**src/rtl/fir_mac_seq.sv**
```systemverilog
// fir_mac_seq: time-multiplexed single-MAC FIR core.
// One accepted sample produces one output after TAPS MAC steps; coefficients
// come from an external 1-cycle synchronous-read ROM addressed one tap per cycle.
module fir_mac_seq #(
    parameter int DATA_WIDTH = 16,
    parameter int COEF_WIDTH = 16,
    parameter int TAPS       = 16,
    parameter int ADDR_WIDTH = $clog2(TAPS),
    parameter int ACC_WIDTH  = DATA_WIDTH + COEF_WIDTH + $clog2(TAPS)
) (
    input  logic                  clk_i,
    input  logic                  arstn_i,
    input  logic [DATA_WIDTH-1:0] s_data_i,
    input  logic                  s_valid_i,
    output logic                  s_ready_o,
    output logic [ADDR_WIDTH-1:0] coef_addr_o,
    input  logic [COEF_WIDTH-1:0] coef_data_i,
    output logic [ACC_WIDTH-1:0]  m_data_o,
    output logic                  m_valid_o,
    input  logic                  m_ready_i
);

    localparam int PROD_WIDTH = DATA_WIDTH + COEF_WIDTH;
    localparam int PTR_WIDTH  = ADDR_WIDTH + 1;
    localparam logic [PTR_WIDTH-1:0]  TAPS_W   = PTR_WIDTH'(TAPS);
    localparam logic [ADDR_WIDTH-1:0] LAST_TAP = ADDR_WIDTH'(TAPS - 1);

    typedef enum logic [1:0] {
        IDLE,
        CALC,
        FLUSH,
        OUT
    } state_t;

    state_t state;
    state_t state_next;

    logic [DATA_WIDTH-1:0]        delay_line [TAPS];
    logic [ADDR_WIDTH-1:0]        wr_ptr;
    logic [ADDR_WIDTH-1:0]        wr_ptr_next;
    logic [ADDR_WIDTH-1:0]        tap;
    logic [PTR_WIDTH-1:0]         rd_sum;
    logic [ADDR_WIDTH-1:0]        rd_idx;
    logic signed [DATA_WIDTH-1:0] sample_reg;
    logic                         acc_en;
    logic signed [PROD_WIDTH-1:0] product;
    logic signed [ACC_WIDTH-1:0]  product_ext;
    logic signed [ACC_WIDTH-1:0]  acc;
    logic signed [ACC_WIDTH-1:0]  acc_sum;
    logic                         accept;

    assign accept = s_valid_i && s_ready_o;

    // State register
    always_ff @(posedge clk_i or negedge arstn_i) begin
        if (!arstn_i) begin
            state <= IDLE;
        end else begin
            state <= state_next;
        end
    end

    // Next-state decode and handshake/address outputs
    always_comb begin
        state_next  = state;
        s_ready_o   = 1'b0;
        m_valid_o   = 1'b0;
        coef_addr_o = '0;
        case (state)
            IDLE: begin
                s_ready_o = 1'b1;
                if (s_valid_i) begin
                    state_next = CALC;
                end
            end
            CALC: begin
                coef_addr_o = tap;
                if (tap == LAST_TAP) begin
                    state_next = FLUSH;
                end
            end
            FLUSH: begin
                state_next = OUT;
            end
            OUT: begin
                m_valid_o = 1'b1;
                if (m_ready_i) begin
                    state_next = IDLE;
                end
            end
            default: begin
                state_next = IDLE;
            end
        endcase
    end

    // Circular read index (wr_ptr - tap) mod TAPS; widened so non power-of-two TAPS wraps correctly
    always_comb begin
        rd_sum = {1'b0, wr_ptr} + TAPS_W - {1'b0, tap};
        if (rd_sum >= TAPS_W) begin
            rd_sum = rd_sum - TAPS_W;
        end
        rd_idx      = rd_sum[ADDR_WIDTH-1:0];
        wr_ptr_next = (wr_ptr == LAST_TAP) ? '0 : wr_ptr + 1'b1;
    end

    // Signed product of ROM word and aligned sample, sign-extended into the accumulator
    always_comb begin
        product     = $signed(coef_data_i) * sample_reg;
        product_ext = {{(ACC_WIDTH - PROD_WIDTH){product[PROD_WIDTH-1]}}, product};
        acc_sum     = acc + product_ext;
    end

    // Sample history: write on accept, cleared by reset
    always_ff @(posedge clk_i or negedge arstn_i) begin
        if (!arstn_i) begin
            for (int unsigned i = 0; i < TAPS; i++) begin
                delay_line[i] <= '0;
            end
        end else if (accept) begin
            delay_line[wr_ptr] <= s_data_i;
        end
    end

    // Tap sequencing, ROM-latency alignment, accumulation and result capture
    always_ff @(posedge clk_i or negedge arstn_i) begin
        if (!arstn_i) begin
            wr_ptr     <= '0;
            tap        <= '0;
            sample_reg <= '0;
            acc_en     <= 1'b0;
            acc        <= '0;
            m_data_o   <= '0;
        end else begin
            // acc_en marks the cycle in which the ROM word for the previous address is present
            acc_en <= (state == CALC);
            if (accept) begin
                tap <= '0;
                acc <= '0;
            end
            if (state == CALC) begin
                sample_reg <= delay_line[rd_idx];
                if (tap != LAST_TAP) begin
                    tap <= tap + 1'b1;
                end
            end
            if (acc_en) begin
                acc <= acc_sum;
            end
            if (state == FLUSH) begin
                wr_ptr   <= wr_ptr_next;
                m_data_o <= acc_sum;
            end
        end
    end

endmodule

```
**config.mk**
```make
export PLATFORM = sky130hd
export DESIGN_NAME = fir_mac_seq
export DESIGN_NICKNAME = d
export VERILOG_FILES = /design/src/rtl/fir_mac_seq.sv
export SDC_FILE = /design/constraint.sdc
export NUM_CORES = 1
export LEC_CHECK = 0
export ABC_AREA = 1
export BUFFER_PORTS_ARGS = -buffer_cell sky130_fd_sc_hd__buf_4
export CORE_UTILIZATION = 58
export DETAILED_ROUTE_END_ITERATION = 16
export GPL_TIMING_DRIVEN = 0
export PLACE_DENSITY_LB_ADDON = 0.15
export SKIP_CTS_REPAIR_TIMING = 1
export SYNTH_ARGS = -nofsm -noshare
export SYNTH_HDL_FRONTEND = slang
export SYNTH_SLANG_ARGS = --single-unit
```
**constraint.sdc**
```tcl
create_clock -name clk_i -period 5.8 [get_ports clk_i]
set_input_delay 1.16 -clock clk_i [delete_from_list [all_inputs] [get_ports clk_i]]
set_output_delay 1.16 -clock clk_i [all_outputs]
set_load 0.01 [all_outputs]
```
After elaboration in Yosys (flattened, before gate mapping) --
Index checks and enable logic that the tools add are counted.
Storage, ports and cells: flip-flop bits (word level) 355, input port bits 36, logic and storage cells 70
Operators by class: add/subtract/negate cells 6, multipliers 1, order comparisons 4, equality and inequality tests 9, multiplexer cells 20, bitwise gates (word level) 2, reduce and logical (&&, ||, !) cells 5
Operators with widths (count):
- bitwise mux 256 bit | 1
- 2-to-1 mux 36 bit | 2
- binary-select mux 16 bit (select 4 bit) | 1
- demux 16 bit (select 4 bit) | 1
- 2-to-1 mux 16 bit | 3
- adder 36 x 32 -> 36 bit | 1
- multiplier 16 x 16 -> 32 bit | 1
- 2-to-1 mux 4 bit | 6
- greater-or-equal comparator 5 bit, second input constant | 3
- NOT 4 -> 5 bit | 2
- adder 4 x 1 -> 4 bit, second input constant | 2
- == test 4 bit, second input constant | 2
- one-hot mux 2 bit (4 select lines) | 1
- 2-to-1 mux 2 bit | 3
- != test 2 bit, second input constant | 3
- adder 4 x 5 -> 5 bit, second input constant | 1
- < comparator 5 x 1 -> 1 bit, second input constant | 1
- subtractor 5 x 4 -> 5 bit | 1
- == test 2 bit, second input constant | 2
- != test 4 bit, second input constant | 1
- subtractor 4 x 1 -> 4 bit, second input constant | 1
- AND reduction 3 bit | 1
- == test 2 x 1 -> 1 bit, second input constant | 1
- logical AND 1 bit | 2
- other kinds (3) | 4

Logic depth before layout (Yosys ltp) --
Gate-level depths: netlist (run 1).
depth after elaboration 8, gate-level depth with buffers 28, gate-level depth less buffers 26

Worst setup path after synthesis (run 1) --
Ideal clock, no wire load.
path type input -> register, from input port coef_data_i[15], to register m_data_o[35], arrival time 6.316 ns, required time 5.682 ns, setup slack -0.634 ns, cell stages on the path 21, buffers on the path 2, path through buf_2 -> clkbuf_1 -> nand2_1 -> fa_1 -> fa_1 -> fa_1 -> inv_1 -> fa_1 -> inv_1 -> fa_1 -> inv_1 -> fa_1 -> ha_1 -> nand2_1 -> nor3_1 -> and2_1 -> nand2_1 -> nand2_1 -> nand2_1 -> nand3_1 -> nand2_1
Between the ends: cells in the longest elaborated chain, start to end 2
RTL lines:
- start, declared | line 17 | input logic [COEF_WIDTH-1:0] coef_data_i,
- multiplier 16 x 16 -> 32 bit | line 109 | product = $signed(coef_data_i) * sample_reg;
- adder 36 x 32 -> 36 bit | line 111 | acc_sum = acc + product_ext;
- end signal, assigned | line 152 | m_data_o <= acc_sum;
- end, declared | line 18 | output logic [ACC_WIDTH-1:0] m_data_o,
Every way passes these cells. A chain may end at the register's enable or synchronous reset.

Worst setup path after layout (run 1) --
from input port coef_data_i[15], to register acc[35]
Between the ends: cells in the longest elaborated chain, start to end 3
RTL lines:
- multiplier 16 x 16 -> 32 bit | line 109
- adder 36 x 32 -> 36 bit | line 111
- 2-to-1 mux 36 bit | line 147 | if (acc_en) begin
- end signal, assigned | line 148 | acc <= acc_sum;
- end, declared | line 48 | logic signed [ACC_WIDTH-1:0] acc;
Every way passes these cells.

==> flow_results.org, run 1 <==
** Finish
- After the last flow step, the layout net total stands at 4,264.
- Largest registers in the final layout :: delay_line (256), acc (36), m_data_o (36)
- Number of diodes :: 0
- Share of cells above drive strength 1 :: 13.37%
- The library cell used most frequently in the layout, excluding fill and tap cells, is nand2_1.
- Area grow syn2layout :: 15.65%
- Commonest cells after routing, fill and taps aside :: 906 x nand2_1, 673 x inv_1, 388 x o21ai_0
- For this run, the number of standard cells in the final layout without fillers is 4,486.
- The register with the most flip-flops in the layout has 256 of them.
- Layout filler cell count :: 4,198
- Register with the most flip-flops :: delay_line
- Cells fill 67.94% of the core in the end.

** Floorplanning
- The die covers 0.05048 mm².
- After floorplanning, the core was divided into 81 placement rows.
- Area of the placeable core :: 0.04895 mm²
- Y dimension of the die :: 224.7 µm
- For this configuration, the core starts out at a cell density of 58.75%.
- Pin placement for this block handled 78 I/O pins.
- The floorplan step set the die width to 224.7 µm.

** Global route
- The initial antenna violation count was 0.
- Wire length of the first global-routing pass :: 131,800 µm
- For this run, the total global-route usage over all layers was measured as 34.16%.
- Number of global-route vias before repair :: 23.91k
- Entering global routing, the biggest net connects 102 pins.
- After global routing the overflow that remains totals 0.

** Min path
- Worst hold-check path type :: flop to flop

** STA
- Peak clock frequency supported by timing :: 168.7 MHz
- WHS :: 0.4794 ns
- The total count of max-transition violations in the final report came to 0.
- Across all setup checks in the final design, the least slack found is -0.1284 ns.
- Worst-case headroom to the max-slew limit :: 36.67%
- Final setup viols :: 14
- At the pin with the least slew margin, the transition time is 0.9464 ns.
- On the final layout, the worst clock skew is 0.02289 ns.
- Setup repair after global routing could not meet its margin everywhere.
- Setup total negative slack on the finished layout was measured at -0.6625 ns.
- Subtracting the final worst setup slack from the clock period gives 5.928 ns.
- The count of endpoints failing hold in the final timing report is 0.
- In the finished design, the share of the clock period the worst path needs comes to 102.2%.

** CTS
- TritonCTS built the clock tree.
- Clock slew at reported path FFs :: 0.06 ns
- Clock root buffer :: clkbuf_16
- Counting along the longest clock path gives a buffer depth of 3.
- The clock tree synthesis step divided the H-tree into 2 levels.
- For the worst-skew pair, the clock arrives at the later sink with an insertion delay of 0.55 ns.
- TritonCTS created 37 clock buffers.
- The clock net in this run drives a total of 355 sinks.

** Logic synthesis
- Averaged over all synthesized cells, the footprint is 7.857 µm².
- Syn Inst Count :: 3,660
- Unique cell type count in the Yosys netlist :: 42
- Number of synthesized flops with an enable pin :: 0
- Area share of the largest cell type after synthesis :: 30.89%
- Most frequently used flop master after synthesis :: dfrtp_1
- Netlist area before placement :: 0.02876 mm²
- Cell type contributing the most total cell area after synthesis :: dfrtp_1
- Fraction of registers with async set/reset :: 100.0%
- By area the synthesized netlist is led by dfrtp_1 31%, fa_1 22%, nand2_1 13%.
- Share of the yosys chip area belonging to registers :: 30.89%
- The synthesized design contains 355 register bits.
- Count of warnings emitted by yosys :: 0
- When the netlist entered floorplanning its net count stood at 4,130.

** Placed design
- After detailed placement, the design holds a cell count of 4,389.
- Post-detailed-placement half-perimeter wirelength :: 65,460 µm
- The count of buffers added on input and output ports is 62.
- The congestion estimate from routability-driven global placement came to 0.9802.

** Critical path
- WS Path Type :: input port to flop
- Data arrival time of the critical path :: 6.35 ns
- Crit Path Max Fanout :: 8
- Endpoint type of the worst setup path :: flop
- Startpoint kind of the worst setup timing path :: input port
- Data required time at the worst endpoint :: 6.22 ns

** Detailed routing
- Across all layers, the routed design uses 24.21k vias.
- First-pass detailed-route iteration total :: 6
- Antenna-violating nets left :: 0
- After detailed routing, the number of remaining DRC violations is 0.
- The routed design has 84,370 µm of wire.
- Via density per instance :: 5.397
- After the first detailed-routing iteration, the DRC count stood at 2,041.
- Dividing the detail-routed wire length by the instance count gives 18.81 µm.

** Run
- Max-capacitance violation count :: 0

** Status
- The checks that failed: negative setup slack.
- The run finished, with violations left.
layer usage:
metal,global-route usage [%],part of all wire [%]
met5,0,0
met4,15.60,5.3
met3,3.553,6.6
met1,44.65,40
met2,57.67,48
worst max-delay path: stages:
cell,delay [ns]
buf_12,0.10
clkbuf_16,0.16
nand2_8,0.05
fa_2,0.64
fa_2,0.56
buf_6,0.18
fa_1,0.47
inv_1,0.04
fa_1,0.45
fa_1,0.51
inv_2,0.04
fa_1,0.50
inv_2,0.05
ha_4,0.29
nand2_4,0.07
nor2_4,0.12
inv_2,0.07
nor3_4,0.31
and2_4,0.20
nand2_2,0.07
nand2_2,0.07
nand2_2,0.07
nand3_1,0.10
nand2_1,0.06
through the flow:
stage / setup slack (ns) / cell area (µm²)
3_5_place_dp: -1.026 / 30780
6_report: -0.1284 / 33260
4_1_cts: -0.7405 / 32040
3_3_place_gp: -0.9978 / 30690
5_1_grt: -0.2384 / 33260
2_1_floorplan: -0.1323 / 29400
cells by family (layout without fill, tap and decap cells):
kind of cell | Yosys count | count (layout) | share of synthesized area [%]
and+or+nand+nor | 1438 | 1438 | 19.92
buffers and inverters | 911 | 1073 | 12.36
AOI/OAI and AO/OA | 505 | 505 | 9.124
adders and majority gates | 434 | 434 | 27.11
DFF | 355 | 355 | 30.89
xor gates and xnor gates | 17 | 17 | 0.5961
area by class of cell:
type | count | area (µm²) | area share, %
Clock buffer | 52 | 1065 | 3.201
Inverter | 716 | 2705 | 8.133
Multi-Input combinational cell | 2394 | 17460 | 52.49
Tap cell | 664 | 830.8 | 2.498
Sequential cell | 355 | 8897 | 26.75
Timing Repair Buffer | 104 | 968.4 | 2.912
Clock inverter | 15 | 196.4 | 0.5906
Buffer | 186 | 1139 | 3.423
synthesized netlist by cell type, types with 2 or more instances:
master	count
buf_4	12
clkbuf_1	147
clkinv_1	2
inv_1	711
o22ai_1	16
buf_6	4
o21ai_1	57
nand3_1	96
nand4_1	6
xor2_2	2
ha_1	119
nor2_1	277
and3_1	3
dfrtp_1	355
and2_1	8
clkbuf_8	3
buf_2	21
nand3_2	10
xnor2_1	11
fa_1	315
xor2_1	3
a21oi_1	22
o211ai_2	4
inv_2	2
o211ai_1	13
buf_1	7
or2_1	16
o21ai_0	388
nand3b_1	11
nor3_1	8
o21ai_2	2
nand2_1	997
or2_0	3
worst paths after layout:
kind / to / startpoint / cells past startpoint / slack [ns]
max: acc[35] / coef_data_i[15] / 24 / -0.13
min: m_data_o[33] / m_data_o[33] / 2 / 0.48
max reg2reg: acc[35] / sample_reg[6] / 23 / -0.07
min reg2reg: m_data_o[33] / m_data_o[33] / 2 / 0.48
max in group asynchronous: sample_reg[13] / arstn_i / 3 / 3.91
min in group asynchronous: delay_line[185] / arstn_i / 1 / 0.59
Power of run 1 is left out: the tool's default activity adds up to more than one toggle a clock period on the data nets, which glitch-free logic cannot reach.
==> run 2, diff against run 1 <==
Settings changed: ABC_AREA 1 to unset, GPL_ROUTABILITY_DRIVEN set to 0.
==> run 2 against run 1 <==
  * The run still ends with negative setup slack left
  * Register-to-register slack got worse by 0.78 ns
  * Synthesized cell count fell by 35%
  * Fmax fell by 11%
  * Sequential cell count did not move
  * Clock skew fell by 0.0083 ns
  * Clock-buffer cell count fell by 1
  * Global-route usage fell by 5.8 points
  * Critical path depth fell by 1
  * Routed wire length fell by 22%
  * Final area fell by 5.3%
  * Worst hold slack improved by 0.021 ns
==> flow_results.org, run 2 <==
** Detailed routing
- Antenna-violating nets left :: 0
- DRC Markers :: 0
- Via density per instance :: 5.657
- For this run, the detailed router's first-pass iteration total came to 8.
- Dividing the detail-routed wire length by the instance count gives 20.78 µm.
- The first routing iteration left 917 violations.
- Wire length reported by the detailed router :: 65,840 µm
- Vias :: 17.93k

** Finish
- Number of diodes :: 0
- Share of cells above drive strength 1 :: 28.45%
- The register with the most flip-flops in the layout has 256 of them.
- In the layout the commonest cells are 363 x inv_1, 342 x dfrtp_1, 305 x fa_1.
- Area grow syn2layout :: 14.91%
- delay_line holds more flip-flops than any other register.
- The layout has 3,451 filler cells.
- At the end of the flow, the number of nets in the layout was 3,008.
- In the final layout, the registers with the most flip-flops are delay_line (256), acc (36), m_data_o (36).
- Leading cell type in the layout, fill and taps excluded :: inv_1

** CTS
- CTS placed an instance of clkbuf_16 at the clock tree root.
- TritonCTS built the clock tree.
- Clock sinks :: 355
- Worst-Skew Late Latency :: 0.52 ns
- After clock tree synthesis, the clock-pin slew on the worst setup and hold paths is 0.06 ns.
- Number of H-tree branching levels :: 2
- Clock Tree Buf Depth :: 3
- Inserted Clock Buffers :: 35

** Critical path
- The endpoint identified for the worst register-to-register timing path is m_data_o[34].
- Register-to-register path setup slack :: -0.85 ns
- Data arrival time of the critical path :: 7.09 ns
- The worst setup path is captured at a flop.
- Data on the critical path is required at its endpoint by 6.20 ns.
- WS Path Type :: input port to flop
- Startpoint kind of the worst setup timing path :: input port
- Source of the worst register-to-register timing path :: sample_reg[13]
- Of all nets on the critical path, the largest fanout is 7.
- The worst register-to-register path has a depth of 19.

** Logic synthesis
- Adder-cell share of the synthesized area :: 28.44%
- Netlist area before placement :: 0.02741 mm²
- Flops & latches, synth :: 355
- Post-synthesis net count :: 2,849
- The most used flip-flop cell after synthesis is dfrtp_1.
- Sorting the synthesized cells by area gives the leading types as dfrtp_1 32%, fa_1 23%, mux2_2 12%.
- After Yosys synthesis, XOR and XNOR cells account for 1.214% of the synthesized area.
- After synthesis, the largest family of logic cells by area is adder cells.
- The portion of synthesized area spent on multiplexers is 17.70%.
- Top-count cell post-synth :: inv_1
- Count of warnings emitted by yosys :: 0
- After synthesis, the share of flip-flops with an asynchronous set or reset is 100.0%.
- Share of the yosys chip area belonging to registers :: 32.41%
- Cell type contributing the most total cell area after synthesis :: dfrtp_1
- The cell count after synthesis came out at 2,379.
- Area share of the largest cell type after synthesis :: 32.41%
- Number of synthesized flops with an enable pin :: 0
- Compound-cell area share of the yosys netlist :: 4.757%
- In this run, distinct cell masters in the synthesized netlist total 60.
- Summing the areas of all and, or, nand and nor instances in the mapped netlist gives 8.532% of the synthesized area.
- After synthesis, the most frequently instantiated cells are 381 x inv_1, 355 x dfrtp_1, 315 x fa_1, 298 x mux2_2, 223 x nand2_1.
- In this run the mean area of a mapped cell was 11.52 µm².

** Global route
- Wire length of the first global-routing pass :: 104,500 µm
- Global Route Usage Sum :: 28.35%
- Global route total overflow :: 0
- Number of global-route vias before repair :: 18.99k
- Maximum number of pins on one net before global-route repair :: 126
- The initial antenna violation count came to 0.

** Floorplanning
- Full die area :: 0.04813 mm²
- Standard-cell row count :: 79
- Effective utilization at floorplan :: 58.87%
- Y dimension of the die :: 219.4 µm
- Measured along the x axis, the die boundary spans 219.4 µm.
- The region available for standard cell placement spans 0.04656 mm².
- In this run the count of I/O pins placed on the die edge is 78.

** Status
- Violations in the final reports :: negative setup slack
- Outcome :: finished, violations left

** STA
- Fin crit share :: 115.4%
- After layout, the worst setup slack is -0.8913 ns.
- Measured against its own limit, the worst slew margin works out to 28.56%.
- Setup repair after global routing could not meet its margin everywhere.
- On the final layout, the worst clock skew is 0.01459 ns.
- The count of endpoints failing hold in the final timing report is 0.
- Based on the critical path, the design can be clocked at up to 149.4 MHz.
- Min Tclk post-route :: 6.691 ns
- The total count of max-transition violations in the final report was 0.
- Setup violations remaining at the end of the flow were counted as 43.
- For the pin with the worst max-slew slack, the measured transition is 1.068 ns.
- After routing, the total negative slack on setup checks comes to -22.36 ns.

** Run
- Max-cap violations in this run came to 0.

** Min path
- Worst hold path stage count :: 1
- The tightest min-delay check is of the flop to flop type.
- Hold-critical path endpoint :: delay_line[57]
- The startpoint identified for the worst hold timing path is delay_line[57].

** Placed design
- The count of buffers added on input and output ports is 77.
- Post-detailed-placement half-perimeter wirelength :: 52,060 µm
## run 2: worst max-delay path: stages
cell and delay [ns]:
buf_12 0.10, clkbuf_16 0.16, nand2_8 0.05, fa_2 0.61
buf_4 0.15, fa_2 0.51, buf_4 0.17, fa_1 0.47
inv_1 0.05, fa_1 0.49, fa_1 0.49, inv_1 0.05
fa_1 0.48, inv_1 0.06, ha_4 0.24, nand4_1 0.20
a31oi_1 0.11, or3_1 0.37, o211ai_1 0.30, o21a_4 0.22
a21oi_4 0.08, and3_1 0.18, or3_1 0.35
## run 2: cell type report
cell class,count,area [µm²],area share [%]
buffer,114,676.9,2.149
clock buffer,51,1079,3.425
clock inverter,10,156.4,0.4966
inverter,382,1440,4.573
multi-input combinational,1522,17340,55.04
sequential,355,8900,28.26
tap,607,759.5,2.412
timing repair buffer,128,1147,3.643
## run 2: kinds of logic after synthesis
group / count (synthesis)
AOI/OAI and AO/OA: 195
buffers and inverters: 502
and+or+nand+nor: 488
DFF: 355
muxes: 367
xor gates and xnor gates: 38
adders and majority gates: 434
## run 2: worst max path at each step
stage | endpoint | depth (start not counted) | slack [ns] | start
2_1_floorplan | m_data_o[27] | 23 | -0.80 | coef_data_i[15]
3_3_place_gp | m_data_o[34] | 22 | -1.52 | coef_data_i[14]
3_5_place_dp | m_data_o[34] | 22 | -1.52 | coef_data_i[14]
4_1_cts | m_data_o[34] | 23 | -1.29 | sample_reg[1]
5_1_grt | m_data_o[34] | 23 | -1.10 | coef_data_i[15]
6_report | acc[33] | 23 | -0.89 | coef_data_i[15]
## run 2: stage by stage
stage	hold slack, ns	util [%]	instance area [µm²]	worst slack, ns	cells
2_1_floorplan	0.4658	-	27820	-0.8009	2379
3_3_place_gp	0.4771	62.62	29150	-1.516	3063
3_5_place_dp	0.4866	62.75	29220	-1.522	3065
4_1_cts	0.5026	65.41	30450	-1.292	3126
5_1_grt	0.5118	67.65	31490	-1.102	3169
6_report	0.5004	67.65	31490	-0.8913	3169
## run 2: layer usage
layer | wire (µm) | GRT usage [%]
met5 | 0 | 0
met4 | 1963 | 7.963
met3 | 3843 | 3.909
met2 | 33140 | 48.43
met1 | 26900 | 37.93
Power of run 2 is left out for the same reason.
